`config.mk`:
```
export PLATFORM = sky130hd
export DESIGN_NAME = gf2_rref_sched_flat
export DESIGN_NICKNAME = d
export VERILOG_FILES = /design/src/rtl/gf2_rref_sched_pkg.sv /design/src/rtl/gf2_rref_sched_if.sv /design/src/rtl/gf2_rref_sched_rr_arbiter.sv /design/src/rtl/gf2_rref_sched.sv /design/src/flat_wrapper.sv
export SDC_FILE = /design/constraint.sdc
export NUM_CORES = 1
export LEC_CHECK = 0
export BUFFER_PORTS_ARGS = -buffer_cell sky130_fd_sc_hd__clkbuf_2
export CAP_MARGIN = 5
export CORE_AREA = 10 10 201 203
export DETAILED_ROUTE_END_ITERATION = 8
export DIE_AREA = 0 0 211 213
export GPL_TIMING_DRIVEN = 0
export HOLD_SLACK_MARGIN = 0.05
export PLACE_DENSITY = 0.66
export SYNTH_ARGS = -nofsm -noshare
export SYNTH_HDL_FRONTEND = slang
export SYNTH_SLANG_ARGS = --single-unit
```
`constraint.sdc`:
```
create_clock -name clk -period 10.2 [get_ports clk]
set_clock_uncertainty 0.2 [all_clocks]
set_input_delay 0.51 -clock clk [delete_from_list [all_inputs] [get_ports clk]]
set_output_delay 0.51 -clock clk [all_outputs]
set_load 0.03 [all_outputs]
```
`src/rtl/gf2_rref_sched_pkg.sv`:
```
// Shared types and width helpers for the gf2_rref scheduler slice.
package gf2_rref_sched_pkg;

    typedef enum logic [2:0] {
        IDLE,
        START,
        WAIT,
        RESP,
        FAULT
    } sched_state_e;

    // Index width for n items, never narrower than one bit.
    function automatic int id_width(input int n);
        return (n <= 2) ? 1 : $clog2(n);
    endfunction

endpackage

```
`src/rtl/gf2_rref_sched_if.sv`:
```
// Request/response bus between the requesters, the scheduler and the result consumer.
interface gf2_rref_sched_if
    import gf2_rref_sched_pkg::*;
#(
    parameter int NREQ = 4,
    parameter int ROWS = 8,
    parameter int COLS = 9
);
    localparam int IDW = id_width(NREQ);

    logic [NREQ-1:0]                      req_valid;
    logic [NREQ-1:0]                      req_ready;
    logic [NREQ-1:0][ROWS-1:0][COLS-1:0]  req_aug;
    logic                                 rsp_valid;
    logic                                 rsp_ready;
    logic [IDW-1:0]                       rsp_id;
    logic [ROWS-1:0][COLS-1:0]            rsp_rref;
    logic                                 rsp_err;

    modport slave (
        input  req_valid, req_aug, rsp_ready,
        output req_ready, rsp_valid, rsp_id, rsp_rref, rsp_err
    );

    modport master (
        output req_valid, req_aug, rsp_ready,
        input  req_ready, rsp_valid, rsp_id, rsp_rref, rsp_err
    );

endinterface

```
`src/rtl/gf2_rref_sched_rr_arbiter.sv`:
```
// Combinational round-robin arbiter: grants the first requester after ptr_i, wrapping.
module rr_arbiter #(
    parameter int NREQ = 4,
    parameter int IDW  = 2
) (
    input  logic [NREQ-1:0] req_i,
    input  logic [IDW-1:0]  ptr_i,
    output logic [NREQ-1:0] grant_o,
    output logic [IDW-1:0]  grant_idx_o,
    output logic            valid_o
);
    logic [IDW-1:0] idx;

    always_comb begin
        grant_o     = '0;
        grant_idx_o = '0;
        valid_o     = 1'b0;
        idx         = '0;
        for (int k = 1; k <= NREQ; k++) begin
            idx = IDW'((int'(ptr_i) + k) % NREQ);
            if (!valid_o && req_i[idx]) begin
                valid_o      = 1'b1;
                grant_o[idx] = 1'b1;
                grant_idx_o  = idx;
            end
        end
    end

endmodule

```
`src/rtl/gf2_rref_sched.sv`:
```
// Round-robin scheduler sharing one gf2_rref engine between NREQ requesters,
// with a watchdog that turns a hung engine into a sticky fault.
module gf2_rref_sched
    import gf2_rref_sched_pkg::*;
#(
    parameter int NREQ        = 4,
    parameter int ROWS        = 8,
    parameter int COLS        = 9,
    parameter int WDOG_CYCLES = 4096
) (
    input  logic                      clk,
    input  logic                      rst_n,
    gf2_rref_sched_if.slave           bus,
    output logic                      eng_start_o,
    output logic [ROWS-1:0][COLS-1:0] eng_aug_o,
    input  logic                      eng_ready_i,
    input  logic [ROWS-1:0][COLS-1:0] eng_rref_i,
    output logic                      busy_o,
    output logic                      fault_o,
    output logic [15:0]               jobs_done_o
);
    localparam int IDW = id_width(NREQ);
    localparam int WDW = (WDOG_CYCLES > 1) ? $clog2(WDOG_CYCLES) : 1;

    sched_state_e              state_q;
    logic [IDW-1:0]            ptr_q;
    logic [IDW-1:0]            rsp_id_q;
    logic [IDW-1:0]            grant_idx;
    logic [NREQ-1:0]           grant;
    logic                      grant_valid;
    logic [ROWS-1:0][COLS-1:0] job_q;
    logic [ROWS-1:0][COLS-1:0] rsp_rref_q;
    logic                      rsp_valid_q;
    logic                      rsp_err_q;
    logic                      eng_start_q;
    logic                      fault_q;
    logic [WDW-1:0]            wdog_q;
    logic [WDW-1:0]            wdog_d;
    logic [15:0]               jobs_done_q;

    rr_arbiter #(.NREQ(NREQ), .IDW(IDW)) u_arb (
        .req_i       (bus.req_valid),
        .ptr_i       (ptr_q),
        .grant_o     (grant),
        .grant_idx_o (grant_idx),
        .valid_o     (grant_valid)
    );

    assign wdog_d = wdog_q + WDW'(1);

    always_ff @(posedge clk) begin
        if (!rst_n) begin
            state_q     <= IDLE;
            ptr_q       <= IDW'(NREQ - 1);
            rsp_id_q    <= '0;
            job_q       <= '0;
            rsp_rref_q  <= '0;
            rsp_valid_q <= 1'b0;
            rsp_err_q   <= 1'b0;
            eng_start_q <= 1'b0;
            fault_q     <= 1'b0;
            wdog_q      <= '0;
            jobs_done_q <= '0;
        end else begin
            eng_start_q <= 1'b0;
            unique case (state_q)
                IDLE: begin
                    if (grant_valid && !fault_q) begin
                        job_q       <= bus.req_aug[grant_idx];
                        rsp_id_q    <= grant_idx;
                        ptr_q       <= grant_idx;
                        eng_start_q <= 1'b1;
                        state_q     <= START;
                    end
                end
                START: begin
                    wdog_q  <= '0;
                    state_q <= WAIT;
                end
                // A ready pulse wins over expiry when both land in the same cycle.
                WAIT: begin
                    wdog_q <= wdog_d;
                    if (eng_ready_i) begin
                        rsp_rref_q  <= eng_rref_i;
                        rsp_err_q   <= 1'b0;
                        rsp_valid_q <= 1'b1;
                        state_q     <= RESP;
                    end else if (wdog_q == WDW'(WDOG_CYCLES - 1)) begin
                        rsp_rref_q  <= '0;
                        rsp_err_q   <= 1'b1;
                        rsp_valid_q <= 1'b1;
                        fault_q     <= 1'b1;
                        state_q     <= RESP;
                    end
                end
                RESP: begin
                    if (bus.rsp_ready) begin
                        rsp_valid_q <= 1'b0;
                        if (!rsp_err_q) begin
                            jobs_done_q <= jobs_done_q + 16'd1;
                        end
                        state_q <= fault_q ? FAULT : IDLE;
                    end
                end
                FAULT: state_q <= FAULT;
                default: state_q <= IDLE;
            endcase
        end
    end

    // Grant is only visible outside reset so a request can never be lost to a reset edge.
    assign bus.req_ready = (rst_n && state_q == IDLE && !fault_q) ? grant : '0;
    assign bus.rsp_valid = rsp_valid_q;
    assign bus.rsp_id    = rsp_id_q;
    assign bus.rsp_rref  = rsp_rref_q;
    assign bus.rsp_err   = rsp_err_q;
    assign eng_start_o   = eng_start_q;
    assign eng_aug_o     = job_q;
    assign busy_o        = (state_q != IDLE);
    assign fault_o       = fault_q;
    assign jobs_done_o   = jobs_done_q;

endmodule

```
`src/flat_wrapper.sv`:
```
// flat-port wrapper written by rule: the top's interface ports become plain ports
module gf2_rref_sched_flat import gf2_rref_sched_pkg::*;
#(
    parameter int NREQ        = 4,
    parameter int ROWS        = 8,
    parameter int COLS        = 9,
    parameter int WDOG_CYCLES = 4096
)
  (clk, rst_n, eng_start_o, eng_aug_o, eng_ready_i, eng_rref_i, busy_o, fault_o, jobs_done_o, bus_req_valid, bus_req_aug, bus_rsp_ready, bus_req_ready, bus_rsp_valid, bus_rsp_id, bus_rsp_rref, bus_rsp_err);
  gf2_rref_sched_if #(.NREQ(NREQ), .ROWS(ROWS), .COLS(COLS)) bus_i ();
  input  logic clk;
  input  logic rst_n;
  output logic eng_start_o;
  output logic [ROWS-1:0][COLS-1:0] eng_aug_o;
  input  logic eng_ready_i;
  input  logic [ROWS-1:0][COLS-1:0] eng_rref_i;
  output logic busy_o;
  output logic fault_o;
  output logic [15:0] jobs_done_o;
  input wire logic [$bits(bus_i.req_valid)-1:0] bus_req_valid;
  input wire logic [$bits(bus_i.req_aug)-1:0] bus_req_aug;
  input wire logic [$bits(bus_i.rsp_ready)-1:0] bus_rsp_ready;
  output wire logic [$bits(bus_i.req_ready)-1:0] bus_req_ready;
  output wire logic [$bits(bus_i.rsp_valid)-1:0] bus_rsp_valid;
  output wire logic [$bits(bus_i.rsp_id)-1:0] bus_rsp_id;
  output wire logic [$bits(bus_i.rsp_rref)-1:0] bus_rsp_rref;
  output wire logic [$bits(bus_i.rsp_err)-1:0] bus_rsp_err;
  assign bus_i.req_valid = bus_req_valid;
  assign bus_i.req_aug = bus_req_aug;
  assign bus_i.rsp_ready = bus_rsp_ready;
  assign bus_req_ready = bus_i.req_ready;
  assign bus_rsp_valid = bus_i.rsp_valid;
  assign bus_rsp_id = bus_i.rsp_id;
  assign bus_rsp_rref = bus_i.rsp_rref;
  assign bus_rsp_err = bus_i.rsp_err;
  gf2_rref_sched #(.NREQ(NREQ), .ROWS(ROWS), .COLS(COLS), .WDOG_CYCLES(WDOG_CYCLES)) u_core (.clk(clk), .rst_n(rst_n), .bus(bus_i), .eng_start_o(eng_start_o), .eng_aug_o(eng_aug_o), .eng_ready_i(eng_ready_i), .eng_rref_i(eng_rref_i), .busy_o(busy_o), .fault_o(fault_o), .jobs_done_o(jobs_done_o));
endmodule
```
==> results of run 1 <==
flip-flops by register name, summed over array words and instances (netlist names):
name and count:
u_core.eng_aug_o 72, u_core.fault_o 1, u_core.bus.rsp_valid 1, u_core.jobs_done_o 16, u_core.bus.rsp_id 2, u_core.state_q 3
u_core.bus.rsp_err 1, u_core.eng_start_o 1, u_core.bus.rsp_rref 72, u_core.ptr_q 2, u_core.wdog_q 12
layout make-up:
type	instances	share of cell area [%]
Multi-Input combinational cell	1127	49.3
Sequential cell	183	22.2
Timing Repair Buffer	538	16.3
Buffer	188	4.64
Tap cell	468	3.55
Clock buffer	20	2.77
Antenna cell	10	0.152
Inverter	8	0.182
Clock inverter	12	0.820
worst max-delay path: cells and delay by family (launching register included):
| family | cells | cell delay, ps |
|---|---|---|
| adder cells (fa/ha/maj) | 1 | 350 |
| buffers and inverters | 9 | 3540 |
| flip-flops | 1 | 360 |
| AO/OA/AOI/OAI | 4 | 950 |
placed cells by master, fill, tap and decap left out, types with 5 or more instances in the layout:
master / count
sky130_fd_sc_hd__clkbuf_1: 147
sky130_fd_sc_hd__nor3_1: 153
sky130_fd_sc_hd__nor2b_1: 75
sky130_fd_sc_hd__nand3_1: 6
sky130_fd_sc_hd__a211oi_1: 54
sky130_fd_sc_hd__diode_2: 10
sky130_fd_sc_hd__a22oi_1: 75
sky130_fd_sc_hd__o21ai_0: 30
sky130_fd_sc_hd__a211o_1: 70
sky130_fd_sc_hd__inv_1: 7
sky130_fd_sc_hd__a21boi_0: 11
sky130_fd_sc_hd__ha_1: 10
sky130_fd_sc_hd__nor2_1: 26
sky130_fd_sc_hd__mux2i_1: 75
sky130_fd_sc_hd__nand4_1: 8
sky130_fd_sc_hd__a21oi_1: 87
sky130_fd_sc_hd__nand2_1: 35
sky130_fd_sc_hd__or3_1: 74
sky130_fd_sc_hd__o221a_2: 53
sky130_fd_sc_hd__and2_1: 23
sky130_fd_sc_hd__xnor2_1: 10
sky130_fd_sc_hd__inv_6: 5
sky130_fd_sc_hd__buf_2: 38
sky130_fd_sc_hd__o31ai_1: 70
sky130_fd_sc_hd__xor2_1: 6
sky130_fd_sc_hd__clkbuf_2: 538
sky130_fd_sc_hd__clkbuf_16: 17
sky130_fd_sc_hd__and3_1: 5
sky130_fd_sc_hd__dfxtp_1: 183
sky130_fd_sc_hd__a221oi_1: 124
power breakdown:
group	total, mW	leakage, nW	switching (mW)	internal (mW)
clock	0.689	0.287	0.330	0.359
combinational	3.45	5.48	2.29	1.16
sequential	1.01	1.50	0.116	0.894
metrics by stage:
| stage | instances | instance area [sq um] | setup WS, ps | utilization, % |
|---|---|---|---|---|
| after floorplan | 1506 | 12600 | 5940 | - |
| after global placement | 2512 | 15900 | 4390 | 43.7 |
| after detailed placement | 2512 | 15900 | 4290 | 43.7 |
| after CTS | 2544 | 16400 | 3830 | 45.4 |
| after global routing | 2547 | 16500 | 3550 | 45.4 |
| final | 2554 | 16500 | 3810 | 45.4 |
cells by family after synthesis:
group	Yosys count	synth area share [%]
AO/OA/AOI/OAI	593	36.8
XOR/XNOR	16	1.11
adder cells (fa/ha/maj)	10	0.995
buffers and inverters	196	6.32
flip-flops	183	29.1
multiplexers	80	6.77
AND/OR/NAND/NOR	428	18.8
worst paths after layout:
kind	startpoint	to	slack, ps	cells past startpoint
hold reg to reg	u_core.bus.rsp_valid	u_core.bus.rsp_valid	270	2
setup / recovery	u_core.ptr_q[0]	bus_req_ready[1]	3810	14
hold / removal	eng_rref_i[29]	u_core.bus.rsp_rref[29]	130	3
setup reg to reg	u_core.ptr_q[0]	u_core.eng_aug_o[7]	4230	15
cells in the mapped netlist, types with 2 or more instances:
library cell	n
sky130_fd_sc_hd__nand4b_1	3
sky130_fd_sc_hd__or3_1	74
sky130_fd_sc_hd__nand2_1	35
sky130_fd_sc_hd__xnor2_1	10
sky130_fd_sc_hd__nand3_1	6
sky130_fd_sc_hd__a211o_1	70
sky130_fd_sc_hd__and4_1	2
sky130_fd_sc_hd__nor3_1	153
sky130_fd_sc_hd__o21ai_0	30
sky130_fd_sc_hd__buf_4	3
sky130_fd_sc_hd__a211oi_1	54
sky130_fd_sc_hd__clkbuf_1	146
sky130_fd_sc_hd__o31ai_1	70
sky130_fd_sc_hd__o211a_1	2
sky130_fd_sc_hd__nand4_1	8
sky130_fd_sc_hd__dfxtp_1	183
sky130_fd_sc_hd__nor2_1	26
sky130_fd_sc_hd__mux4_2	4
sky130_fd_sc_hd__ha_1	10
sky130_fd_sc_hd__a22oi_1	75
sky130_fd_sc_hd__and3_1	5
sky130_fd_sc_hd__inv_1	7
sky130_fd_sc_hd__a221oi_1	124
sky130_fd_sc_hd__a41oi_1	2
sky130_fd_sc_hd__nand2b_1	4
sky130_fd_sc_hd__mux2i_1	75
sky130_fd_sc_hd__xor2_1	6
sky130_fd_sc_hd__a221o_1	4
sky130_fd_sc_hd__or2_2	3
sky130_fd_sc_hd__o221a_2	53
sky130_fd_sc_hd__a21oi_1	87
sky130_fd_sc_hd__a21boi_0	11
sky130_fd_sc_hd__and2_1	23
sky130_fd_sc_hd__nor2_2	2
sky130_fd_sc_hd__nor2b_1	75
sky130_fd_sc_hd__or3b_2	2
sky130_fd_sc_hd__buf_2	38
metal layers:
metal / up-vias / wire, um / share of wire [%]
met5: - / 124 / 0.19
met4: 16 / 2400 / 3.6
met3: 140 / 7480 / 11
met2: 964 / 32100 / 48
met1: 7554 / 24500 / 37
li1: 7139 / - / -
==> results.env, run 1 <==
STATUS='completed'
CRITICAL_PATH.MAX_FANOUT=13
SYNTH_TOP_AREA_SHARE_PCT=29.1
SYN-MEAN-INSTANCE-AREA_SQ_UM=8.35
CRITICALPATHCATEGORY='flop to primary output'
WORST-ENDPOINT-REQUIRED_PS=9490
INSERTION_DELAY_PS=450
DR.FIRST_ITER.DRC_COUNT=1556
PERIOD_SHARE_PCT=62.6
GRT_UTIL_MET1_PCT=31.1
POSTSYNTH.ASYNCRESETSHARE_PCT=0
WORSTPATHARRIVAL_PS=5680
YS_TOP_CELLS_BY_AREA='sky130_fd_sc_hd__dfxtp_1 29%, sky130_fd_sc_hd__a221oi_1 8.6%, sky130_fd_sc_hd__nor3_1 6.1%, sky130_fd_sc_hd__mux2i_1 6.0%, sky130_fd_sc_hd__a211o_1 4.9%'
SYNTH_FLOP_CELL='sky130_fd_sc_hd__dfxtp_1'
GRT_PASS1_WL_UM=97100
FLOORPLAN.IO_PINS=539
USE_MET3_PCT=9.53
TIMING.SETUP.TNS_PS=0
FMAX_GHz=0.157
INITIAL_UTILIZATION_PCT=34.7
LAYOUT.FILLER_CELLS=3631
DRIVE_GT1_SHARE_PCT=32.8
FLOORPLAN.DIE_AREA_SQ_UM=44900
LEAKAGEPOWER_nW=7.27
DRCVIOLATIONCOUNT=0
GRT_SETUP_UNREPAIRED='false'
DRT_PASS1_ITERATIONS=6
CRIT_PATH_END_KIND='primary output'
SYN-INSTANCE-COUNT=1506
CORE.ROWCOUNT=70
GP_CONGESTION=0.964
GRT_ANTENNA_BEFORE_REPAIR=17
NUMBER_OF_CLOCK_BUFFERS_INSERTED_BY_TRITONCTS=17
CLOCK_SINKS=183
PIN_COUNT_OF_THE_BIGGEST_NET_ENTERING_GLOBAL_ROUTING=18
FIRST_GLOBAL_VIAS=15610
BUFFER_PORTS.INSERTED=538
WIRE_PER_INST_UM=26.1
CRITICAL_PATH.STARTPOINT_TYPE='flop'
NNETSFINAL=2441
SYN2LAYOUT_AREA_GROWTH_PCT=31.0
DIE_W_UM=211
SYNTH_CELL_TYPES=58
TOTAL_ROUTING_USAGE_REPORTED_BY_GLOBAL_ROUTING_PCT=28.0
TIMING_WORST_SLEW_PIN_VALUE_PS=1150
VIA_COUNT=15813
CTS_TREE='yes'
CRIT_PATH_FREQUENT_CELL='sky130_fd_sc_hd__clkbuf_1'
SYNTH_TOP_AREA_CELL='sky130_fd_sc_hd__dfxtp_1'
LAYOUT.AREA.SEQ_SQ_UM=3660
SLEW_HEADROOM_PCT=23.1
SYNTH-EDFF-COUNT=0
FLOORPLAN_DIE_HEIGHT_UM=213
CP_SLOWEST_CELL='sky130_fd_sc_hd__clkbuf_1'
GROUTE.LAYER.MET2.USAGE_PCT=48.0
POWER_DENSITY_nW_PER_UM2=313
GLOBALROUTE.BUSIESTLAYER='met2'
HOLD_BUFS_AT_CTS=0
CTSRESIZECOUNT=0
ANTENNA_LEFT=0
REPORT.FINAL.SETUP_VIOL=0
CTS.CLK_SLEW.WORST_PATHS_PS=70
P_TOTAL_mW=5.15
TIMING_MAX_TRANSITION_VIOLATIONS_FINAL=0
PLACE_HPWL_UM=53000
CRITICAL-PATH-MAX-STAGE-DELAY_PS=700
CTS_SETUP_BUFFERS=0
HTREE_LEVELS=4
CTS_MAX_PATH_BUFFERS=2
HOLD_VIOL=0
CORE-AREA_SQ_UM=36300
FINALWORSTPATHREQUIREDPERIOD_PS=6390
CLK_ROOT_BUFFER_CELL='sky130_fd_sc_hd__clkbuf_16'
SYN_AREA_SQ_UM=12600
SYNTH.FF_LATCH_COUNT=183
VDD.IR_DROP.WORST_mV=0.146
MAXCAPVIOLATIONS=0
FRACTION_OF_THE_YOSYS_AREA_TAKEN_BY_SEQUENTIAL_CELLS_PCT=29.1
SYNTH-WARNING-COUNT=0
HOLD_PATH.CLASS='primary input to flop'
FIN_WORST_HOLD_SLACK_PS=128
AVGVIACOUNTPERCELL=6.19
ROUTED_WIRELENGTH_UM=66600
MULTI_INPUT_COMBINATIONAL_CELL_AREA_SQ_UM=8120
GRT_OVERFLOW=0
CRIT_PATH_CELL_TRACE='buf_2 -> buf_2 -> inv_2 -> clkbuf_1 -> clkbuf_1 -> ha_1 -> clkbuf_1 -> a21boi_0 -> a22o_1 -> clkbuf_1 -> clkbuf_1 -> o21ai_0 -> a21oi_1 -> clkbuf_2'
SYNTHESIS.NETS=1884
(Power assumes the default switching activity.)
==> run 2: changes to the inputs <==
--- a/config.mk
+++ b/config.mk
@@ -7,12 +7,12 @@
 export LEC_CHECK = 0
 export BUFFER_PORTS_ARGS = -buffer_cell sky130_fd_sc_hd__clkbuf_2
 export CAP_MARGIN = 5
-export CORE_AREA = 10 10 201 203
+export CORE_AREA = 10 10 203 205
 export DETAILED_ROUTE_END_ITERATION = 8
-export DIE_AREA = 0 0 211 213
+export DIE_AREA = 0 0 213 215
 export GPL_TIMING_DRIVEN = 0
 export HOLD_SLACK_MARGIN = 0.05
-export PLACE_DENSITY = 0.66
+export PLACE_DENSITY = 0.65
 export SYNTH_ARGS = -nofsm -noshare
 export SYNTH_HDL_FRONTEND = slang
 export SYNTH_SLANG_ARGS = --single-unit
==> constraint.sdc (replaced) <==
create_clock -name clk -period 5.9 [get_ports clk]
set_clock_uncertainty 0.2 [all_clocks]
set_input_delay 0.295 -clock clk [delete_from_list [all_inputs] [get_ports clk]]
set_output_delay 0.295 -clock clk [all_outputs]
set_load 0.03 [all_outputs]
==> results.env, run 2 (synthesis gave the netlist of run 1 again) <==
STATUS='completed'
NUMBER_OF_CLOCK_BUFFERS_INSERTED_BY_TRITONCTS=17
COMB_POWER_SHARE_PCT=67.6
CRITICAL_PATH.REG2REG.STARTPOINT='u_core.ptr_q[0]'
WIRE_PER_INST_UM=25.2
DRCVIOLATIONCOUNT=0
SLEW_HEADROOM_PCT=25.1
HTREE_LEVELS=4
CTS_SETUP_BUFFERS=0
LEAKAGEPOWER_nW=7.71
WORST_HOLD_PATH.ENDPOINT='u_core.eng_aug_o[44]'
CRITICALPATHCATEGORY='flop to flop'
TOTAL_ROUTING_USAGE_REPORTED_BY_GLOBAL_ROUTING_PCT=27.8
TIMING_WORST_SLEW_PIN_VALUE_PS=1120
BUFFER_PORTS.INSERTED=538
HOLD_PATH.CLASS='primary input to flop'
LAYOUT.CELLS.MOST_COMMON='sky130_fd_sc_hd__clkbuf_2'
VDD.IR_DROP.WORST_mV=0.266
DRT_PASS1_ITERATIONS=8
TIMING.SETUP.TNS_PS=0
CLOCK_GROUP_SHARE_OF_TOTAL_POWER_PCT=12.9
HOLDPATHSTAGES=3
FLOORPLAN.DIE_AREA_SQ_UM=45800
SW_FRAC_OF_TOTAL_PCT=52.4
FIRST_GLOBAL_VIAS=16154
PIN_COUNT_OF_THE_BIGGEST_NET_ENTERING_GLOBAL_ROUTING=17
TIMING.HOLD.WORST.START='bus_req_aug[260]'
PLACE_HPWL_UM=52300
CORE.ROWCOUNT=71
GP_CONGESTION=0.954
INSERTION_DELAY_PS=460
INITIAL_UTILIZATION_PCT=33.8
DIE_W_UM=213
SYN2LAYOUT_AREA_GROWTH_PCT=39.3
CRITICAL_PATH.STARTPOINT_TYPE='flop'
AVGVIACOUNTPERCELL=6.13
INTERNAL_POWER_mW=4.26
CORE-AREA_SQ_UM=37200
ROUTED_WIRELENGTH_UM=67100
CTS.CLK_SLEW.WORST_PATHS_PS=70
GRT_PASS1_WL_UM=99300
MAXCAPVIOLATIONS=0
GRT_ANTENNA_BEFORE_REPAIR=19
P_TOTAL_mW=8.94
NNETSFINAL=2547
CRIT_PATH_END_KIND='flop'
TIMING_MAX_TRANSITION_VIOLATIONS_FINAL=0
HOLD_VIOL=0
FMAX_GHz=0.181
DRIVE_GT1_SHARE_PCT=31.3
PERIOD_SHARE_PCT=93.6
VIA_COUNT=16343
CRITICAL_PATH.MAX_FANOUT=13
GRT_SETUP_UNREPAIRED='false'
FLOORPLAN_DIE_HEIGHT_UM=215
MULTI_INPUT_COMBINATIONAL_CELL_AREA_SQ_UM=8120
CTS_TREE='yes'
CLK_ROOT_BUFFER_CELL='sky130_fd_sc_hd__clkbuf_16'
LAYOUT.AREA.SEQ_SQ_UM=3660
REPORT.FINAL.SETUP_VIOL=0
POWER_DENSITY_nW_PER_UM2=510
DR.FIRST_ITER.DRC_COUNT=1691
R2R_SETUP_SLACK_PS=380
GRT_OVERFLOW=0
REG2REG_TO='u_core.eng_aug_o[48]'
WORST-R2R-CELL-COUNT=14
WORST-ENDPOINT-REQUIRED_PS=6010
POWER.SEQUENTIAL.FRACTION_PCT=19.5
LAYOUT.FILLER_CELLS=3620
WORSTPATHARRIVAL_PS=5640
MOST_USED_CELLS_IN_THE_LAYOUT_EXCLUDING_FILL_AND_TAP_CELLS='541 x sky130_fd_sc_hd__clkbuf_2, 183 x sky130_fd_sc_hd__dfxtp_1, 153 x sky130_fd_sc_hd__nor3_1'
P_SWITCHING_mW=4.68
CLOCK_SINKS=183
FLOORPLAN.IO_PINS=539
FINALWORSTPATHREQUIREDPERIOD_PS=5520
CTS_MAX_PATH_BUFFERS=2
ANTENNA_LEFT=0
run 2: cell types whose count changed in the layout (fill, tap and decap cells not counted):
cell                            before  now
sky130_fd_sc_hd__inv_8               1    0
sky130_fd_sc_hd__dlygate4sd3_1       0  107
sky130_fd_sc_hd__clkinv_2            0    3
sky130_fd_sc_hd__clkinv_4            3    2
sky130_fd_sc_hd__clkbuf_1          147  145
sky130_fd_sc_hd__inv_6               5    2
sky130_fd_sc_hd__clkinv_8            1    0
sky130_fd_sc_hd__clkbuf_2          538  541
sky130_fd_sc_hd__clkinvlp_4          1    2
run 2: how the worst max path moves through the flow:
stage,startpoint,depth (start not counted),to,slack (ps)
floorplan,u_core.ptr_q[0],14,bus_req_ready[0],1860
CTS,u_core.ptr_q[0],14,bus_req_ready[2],100
finish,u_core.ptr_q[0],14,u_core.eng_aug_o[48],380
detailed placement,u_core.ptr_q[0],14,u_core.eng_aug_o[52],80
global placement,u_core.ptr_q[0],14,u_core.eng_aug_o[52],120
global route,u_core.ptr_q[0],16,u_core.eng_aug_o[59],60
run 2: per-layer routing:
metal	track usage (%)	vias up	share of wire, %
met2	46.4	985	48
met5	0	-	0.18
met1	32.2	7859	38
met3	9.08	133	11
met4	10.8	18	3.3
li1	-	7348	-
run 2: critical path, cell delays in order, from the launching register on:
cell and delay [ps]:
sky130_fd_sc_hd__dfxtp_1 410, sky130_fd_sc_hd__buf_2 220, sky130_fd_sc_hd__buf_2 360, sky130_fd_sc_hd__inv_2 190, sky130_fd_sc_hd__clkbuf_2 320, sky130_fd_sc_hd__clkbuf_2 360, sky130_fd_sc_hd__ha_1 360, sky130_fd_sc_hd__clkbuf_1 300
sky130_fd_sc_hd__mux4_2 440, sky130_fd_sc_hd__nor2b_4 180, sky130_fd_sc_hd__o32a_1 390, sky130_fd_sc_hd__nor3_2 890, sky130_fd_sc_hd__buf_2 420, sky130_fd_sc_hd__o221a_2 260, sky130_fd_sc_hd__a211oi_1 50
run 2: cell type report:
type,count,share of cell area (%)
repair buffers,645,21.5
well taps,474,3.38
flip-flops and latches,183,20.9
clock buffers,22,2.65
plain buffers,187,4.36
diodes,10,0.143
clock inverters,10,0.543
inverters,8,0.171
multi-input cells,1127,46.4
run 2: what timing repair did:
item	CTS	global route
hold buffers	106	1
gates resized for setup	1	4
endpoints found under the setup margin	4	24
hold endpoints to repair	91	1
run 2: power by group through the flow:
stage               Sequential [mW]  Combinational (mW)  Clock (mW)
floorplan                      2.26                3.42           0
global placement               1.75                5.71           0
detailed placement             1.76                5.81           0
CTS                            1.73                5.95        1.17
global route                   1.77                6.43        1.23
finish                         1.74                6.05        1.16
run 2: stage by stage:
step / instances / instance area [sq um] / hold WS [ps] / setup WS [ps] / util, %
final: 2666 / 17500 / 83.0 / 375 / 47.1
after global placement: 2518 / 15900 / 241 / 116 / 42.6
after global routing: 2660 / 17500 / 77.5 / 62.7 / 47.0
after CTS: 2656 / 17500 / 52.8 / 101 / 47.0
after detailed placement: 2518 / 15900 / 245 / 83.5 / 42.6
after floorplan: 1506 / 12600 / 278 / 1860 / -
